[src/rtl/debounce.sv]
// Per-bit counter debouncer for level inputs that are already in the clk domain.
// o[n] follows i[n] only after DEBOUNCE consecutive ticks that sample a difference.
module debounce #(
    parameter int DATAWIDTH = 1,
    parameter int DEBOUNCE  = 4,
    parameter int CNTWIDTH  = 8
) (
    input  logic                 clk,
    input  logic                 reset_l,
    input  logic                 tick,
    input  logic [DATAWIDTH-1:0] i,
    output logic [DATAWIDTH-1:0] o,
    output logic [DATAWIDTH-1:0] rise,
    output logic [DATAWIDTH-1:0] fall,
    output logic                 changed,
    output logic                 busy
);

    typedef enum logic {
        STABLE   = 1'b0,
        SETTLING = 1'b1
    } bit_state_t;

    localparam logic [CNTWIDTH-1:0] CNT_LAST = CNTWIDTH'(DEBOUNCE - 1);
    localparam logic [CNTWIDTH-1:0] CNT_ONE  = CNTWIDTH'(1);

    logic [CNTWIDTH-1:0]  cnt      [DATAWIDTH];
    logic [CNTWIDTH-1:0]  cnt_nxt  [DATAWIDTH];
    logic [DATAWIDTH-1:0] o_nxt;
    logic [DATAWIDTH-1:0] rise_nxt;
    logic [DATAWIDTH-1:0] fall_nxt;
    bit_state_t           state    [DATAWIDTH];

    // NOTE: every output of this block gets a default first, so no path leaves a value unassigned and no latch is inferred.
    always_comb begin
        o_nxt    = o;
        rise_nxt = '0;
        fall_nxt = '0;
        for (int n = 0; n < DATAWIDTH; n++) begin
            cnt_nxt[n] = cnt[n];
            if (tick) begin
                if (i[n] == o[n]) begin
                    // A matching sample aborts the run; the count restarts from zero.
                    cnt_nxt[n] = '0;
                end else if (cnt[n] == CNT_LAST) begin
                    o_nxt[n]    = i[n];
                    cnt_nxt[n]  = '0;
                    rise_nxt[n] = i[n];
                    fall_nxt[n] = ~i[n];
                end else begin
                    cnt_nxt[n] = cnt[n] + CNT_ONE;
                end
            end
        end
    end

    always_comb begin
        busy = 1'b0;
        for (int n = 0; n < DATAWIDTH; n++) begin
            state[n] = (cnt[n] != '0) ? SETTLING : STABLE;
            if (state[n] == SETTLING) begin
                busy = 1'b1;
            end
        end
    end

    // NOTE: the per-bit counter array is reset along with the outputs so a partial count never survives reset.
    always_ff @(posedge clk or negedge reset_l) begin
        if (!reset_l) begin
            for (int n = 0; n < DATAWIDTH; n++) begin
                cnt[n] <= '0;
            end
            o       <= '0;
            rise    <= '0;
            fall    <= '0;
            changed <= 1'b0;
        end else begin
            // NOTE: non-blocking assignments so every register samples pre-edge values.
            for (int n = 0; n < DATAWIDTH; n++) begin
                cnt[n] <= cnt_nxt[n];
            end
            o       <= o_nxt;
            rise    <= rise_nxt;
            fall    <= fall_nxt;
            changed <= |(rise_nxt | fall_nxt);
        end
    end

endmodule
[config.mk]
export PLATFORM = sky130hd
export DESIGN_NAME = debounce
export DESIGN_NICKNAME = d
export VERILOG_FILES = /design/src/rtl/debounce.sv
export SDC_FILE = /design/constraint.sdc
export NUM_CORES = 1
export LEC_CHECK = 0
export BUFFER_PORTS_ARGS = -buffer_cell sky130_fd_sc_hd__buf_4
export CAP_MARGIN = 20
export CORE_MARGIN = 2
export CORE_UTILIZATION = 40
export CTS_CLUSTER_DIAMETER = 50
export CTS_CLUSTER_SIZE = 24
export DETAILED_ROUTE_END_ITERATION = 8
export SYNTH_ARGS = -nofsm -noshare
export SYNTH_HDL_FRONTEND = slang
export SYNTH_SLANG_ARGS = --single-unit
[constraint.sdc]
create_clock -name clk -period 1.5 [get_ports clk]
set_input_delay 0.3 -clock clk [delete_from_list [all_inputs] [get_ports clk]]
set_output_delay 0.3 -clock clk [all_outputs]
set_load 0.02 [all_outputs]
==> summary.md <==
| Metric | Value |
|---|---|
| Status | `finished, violations left` |
| Failing checks | `negative setup slack` |
| Power per standard cell area | `1250 mW/mm^2` |
| Worst R2R Path Depth | `5` |
| Met1 WL | `645 um` |
| Peak VDD IR | `0.000908 V` |
| Setup Skew | `0.920 ps` |
| Share of cells above drive strength 1 | `51.2%` |
| Drt wl/cell | `14.0 um` |
| Syn_area_per_cell | `11.1 um^2` |
| Synth Instances | `55` |
| R2r setup slk | `-50 ps` |
| Number of global-route vias before repair | `535` |
| Crit Reg-Reg Endpoint | `cnt[7]$_DFFE_PN0P_` |
| Initial core utilization | `41.6%` |
| Worst setup margin | `-142 ps` |
| Slew margin rel. | `72.4%` |
| Placer Congestion | `0.802` |
| Max FO, Critical Path | `2` |
| Final setup vio count | `3` |
| Worst hold start | `i` |
| Core ar. | `0.00147 mm^2` |
| Mapped Nets | `61` |
| Sum Neg Setup Slack | `-210 ps` |
| Commonest non-fill, non-tap cells in the layout | `24 x buf_4, 12 x dfrtp_1, 5 x nand2_1` |
| Die height | `43.1 um` |
| Sequential share of the synthesized area | `49.1%` |
| Adder-Cell Fraction of Synth Area | `4.09%` |
| First-pass DRT Iterations | `4` |
| Total Routing Usage GR | `18.7%` |
| CTS buffer count | `3` |
| GRT overflow | `0` |
| Top Ports | `9` |
| Die width | `43.1 um` |
| Synth Area in Compound Gates | `18.4%` |
| Antenna violations before repair | `0` |
| Max cap viols | `0` |
| Area Growth Syn to Fin | `46.6%` |
| Mean number of vias per cell | `5.14` |
| Diode count | `0` |
| Startpoint type of the worst setup path | `flop` |
| TritonCTS sink count | `12` |
| Area share of and/or/nand/nor cells after synthesis | `19.2%` |
| Hold Crit Class | `in -> reg` |
| Non-Filler Instances | `100` |
| Synth Cell Area | `612 um^2` |
| Final hold violation count | `0` |
| XOR/XNOR share of the synthesized area | `2.86%` |
| H-tree depth | `1` |
| Filler cell count | `125` |
| Arrival time worst endpoint | `1340 ps` |
| CTS max path bufs | `2` |
| Port bufs | `8` |
| Max Freq | `609 MHz` |
| Placed cell count | `93` |
| Commonest non-fill, non-tap cell in the layout | `buf_4` |
| Via count | `514` |
| Slew @ Worst Pin | `415 ps` |
| Final WL | `1.40 mm` |
| Nets | `91` |
| # rows | `14` |
| R2r startpoint | `cnt[5]$_DFFE_PN0P_` |
| Distinct cell type count after synthesis | `26` |
| Largest net degree at the start of global routing | `13` |
| Unrepaired setup endpoints after global routing | `true` |
| Max-slew violations | `0` |
| Largest family of logic cells by synthesized area | `simple AND/OR/NAND/NOR gates` |
| Fin crit period | `1640 ps` |
| Hpwl dp | `983 um` |
| Mux cell area share after synthesis | `3.68%` |
| CTS tree | `built` |
| Hold Crit Depth | `3` |
| Placement Setup Slack | `-50.1 ps` |
| WL met3 | `43 um` |
| DRC Markers | `0` |
| DR top layer | `met4` |
| Critical Path Sink Type | `output port` |
| Clock slew seen by the registers of the worst setup and hold paths | `80 ps` |
| First-pass GRT wire length | `2.46 mm` |
| Seq cells post-synth | `12` |
| Worst skew pair latency | `270 ps` |
| Hold path endpoint | `fall$_DFF_PN0_` |
| Req. time, crit path | `1200 ps` |
| Leakage power | `0.000451 uW` |
| Worst setup path class | `reg -> out` |
| Wire length on met2 | `691 um` |
| Period utilization | `109%` |
| Synth warn | `0` |
| ANT nets after route | `0` |
| CTS Root Cell | `clkbuf_4` |
| Starting DRT DRC Count | `7` |
| Die footprint | `0.00186 mm^2` |
-- flip-flops by register name, summed over array words and instances, names as in the netlist --
signal	flops
changed	1
rise	1
cnt	8
fall	1
o	1
-- synth_stat cells --
master / number / share of area [%]
buf_2: 1 / 0.82
nand3_1: 2 / 1.6
o21ai_0: 1 / 0.82
inv_1: 3 / 1.8
a41oi_1: 1 / 1.4
a221o_2: 1 / 1.8
a311oi_4: 1 / 4.3
a21oi_1: 2 / 1.6
ha_1: 2 / 4.1
o31ai_1: 1 / 1.2
nand2b_1: 2 / 2.0
xnor2_1: 2 / 2.9
o22ai_1: 1 / 1.0
nor2_1: 2 / 1.2
o211a_1: 1 / 1.6
nor4_4: 1 / 3.5
nand2_1: 6 / 3.7
mux2_2: 2 / 3.7
nor3_1: 2 / 1.6
a31oi_1: 3 / 3.1
dfrtp_1: 12 / 49
a22o_1: 1 / 1.4
and2_1: 1 / 1.0
and3_1: 2 / 2.0
and2_2: 1 / 1.2
nand3b_1: 1 / 1.2
-- metal layers --
metal | up-vias | global-route usage, %
met5 | - | 0
met4 | 0 | 10.9
met3 | 2 | 3.83
met2 | 6 | 28.4
met1 | 247 | 24.3
li1 | 259 | -
-- cell type report --
class	instances	area, um^2	area share, %
Multi-Input combinational cell	39	328	36.5
Sequential cell	12	300	33.5
Timing Repair Buffer	26	201	22.5
Clock buffer	4	36.3	4.04
Tap cell	16	20.0	2.23
Inverter	3	11.3	1.26
-- worst max path at each step --
stage	from	endpoint
3_5_place_dp	i	o$_DFFE_PN0P_
6_report	cnt[5]$_DFFE_PN0P_	busy
4_1_cts	cnt[3]$_DFFE_PN0P_	busy
3_3_place_gp	cnt[5]$_DFFE_PN0P_	cnt[7]$_DFFE_PN0P_
5_1_grt	cnt[5]$_DFFE_PN0P_	busy
2_1_floorplan	cnt[5]$_DFFE_PN0P_	cnt[7]$_DFFE_PN0P_
-- critical path, cell delays in order (launching register included) --
cell and delay [ps]:
dfrtp_1 410, nor4_4 300, and2_4 190, nand2_2 50, buf_6 120
-- kinds of logic after synthesis --
family          Yosys count
mux                       2
xor+xnor                  2
compound gates           13
buf+inv                   4
flops                    12
fa+ha+maj                 2
simple gates             20
-- repair_timing --
item | CTS | global route
hold buffers | 1 | 0
pin swaps | 9 | 1
endpoints found under the hold margin | 12 | 0
setup buffers | 2 | 0
endpoints found under the setup margin | 7 | 7
resized for setup | 9 | 1
-- report_power, final --
group	internal (uW)	switching [uW]
clock network	147	114
logic	261	206
registers	361	29.0
-- metrics by stage --
| stage | hold slack (ps) | util (%) | total power (uW) | instance area [um^2] |
|---|---|---|---|---|
| finish | 317 | 61.0 | 1120 | 897 |
| global route | 301 | 61.0 | 1190 | 897 |
| CTS | 301 | 60.6 | 1120 | 892 |
| detailed placement | 152 | 54.3 | 789 | 800 |
| global placement | 148 | 54.3 | 782 | 800 |
| floorplan | 4.41 | - | 593 | 612 |
No activity file was read; power rests on OpenSTA's default activity.
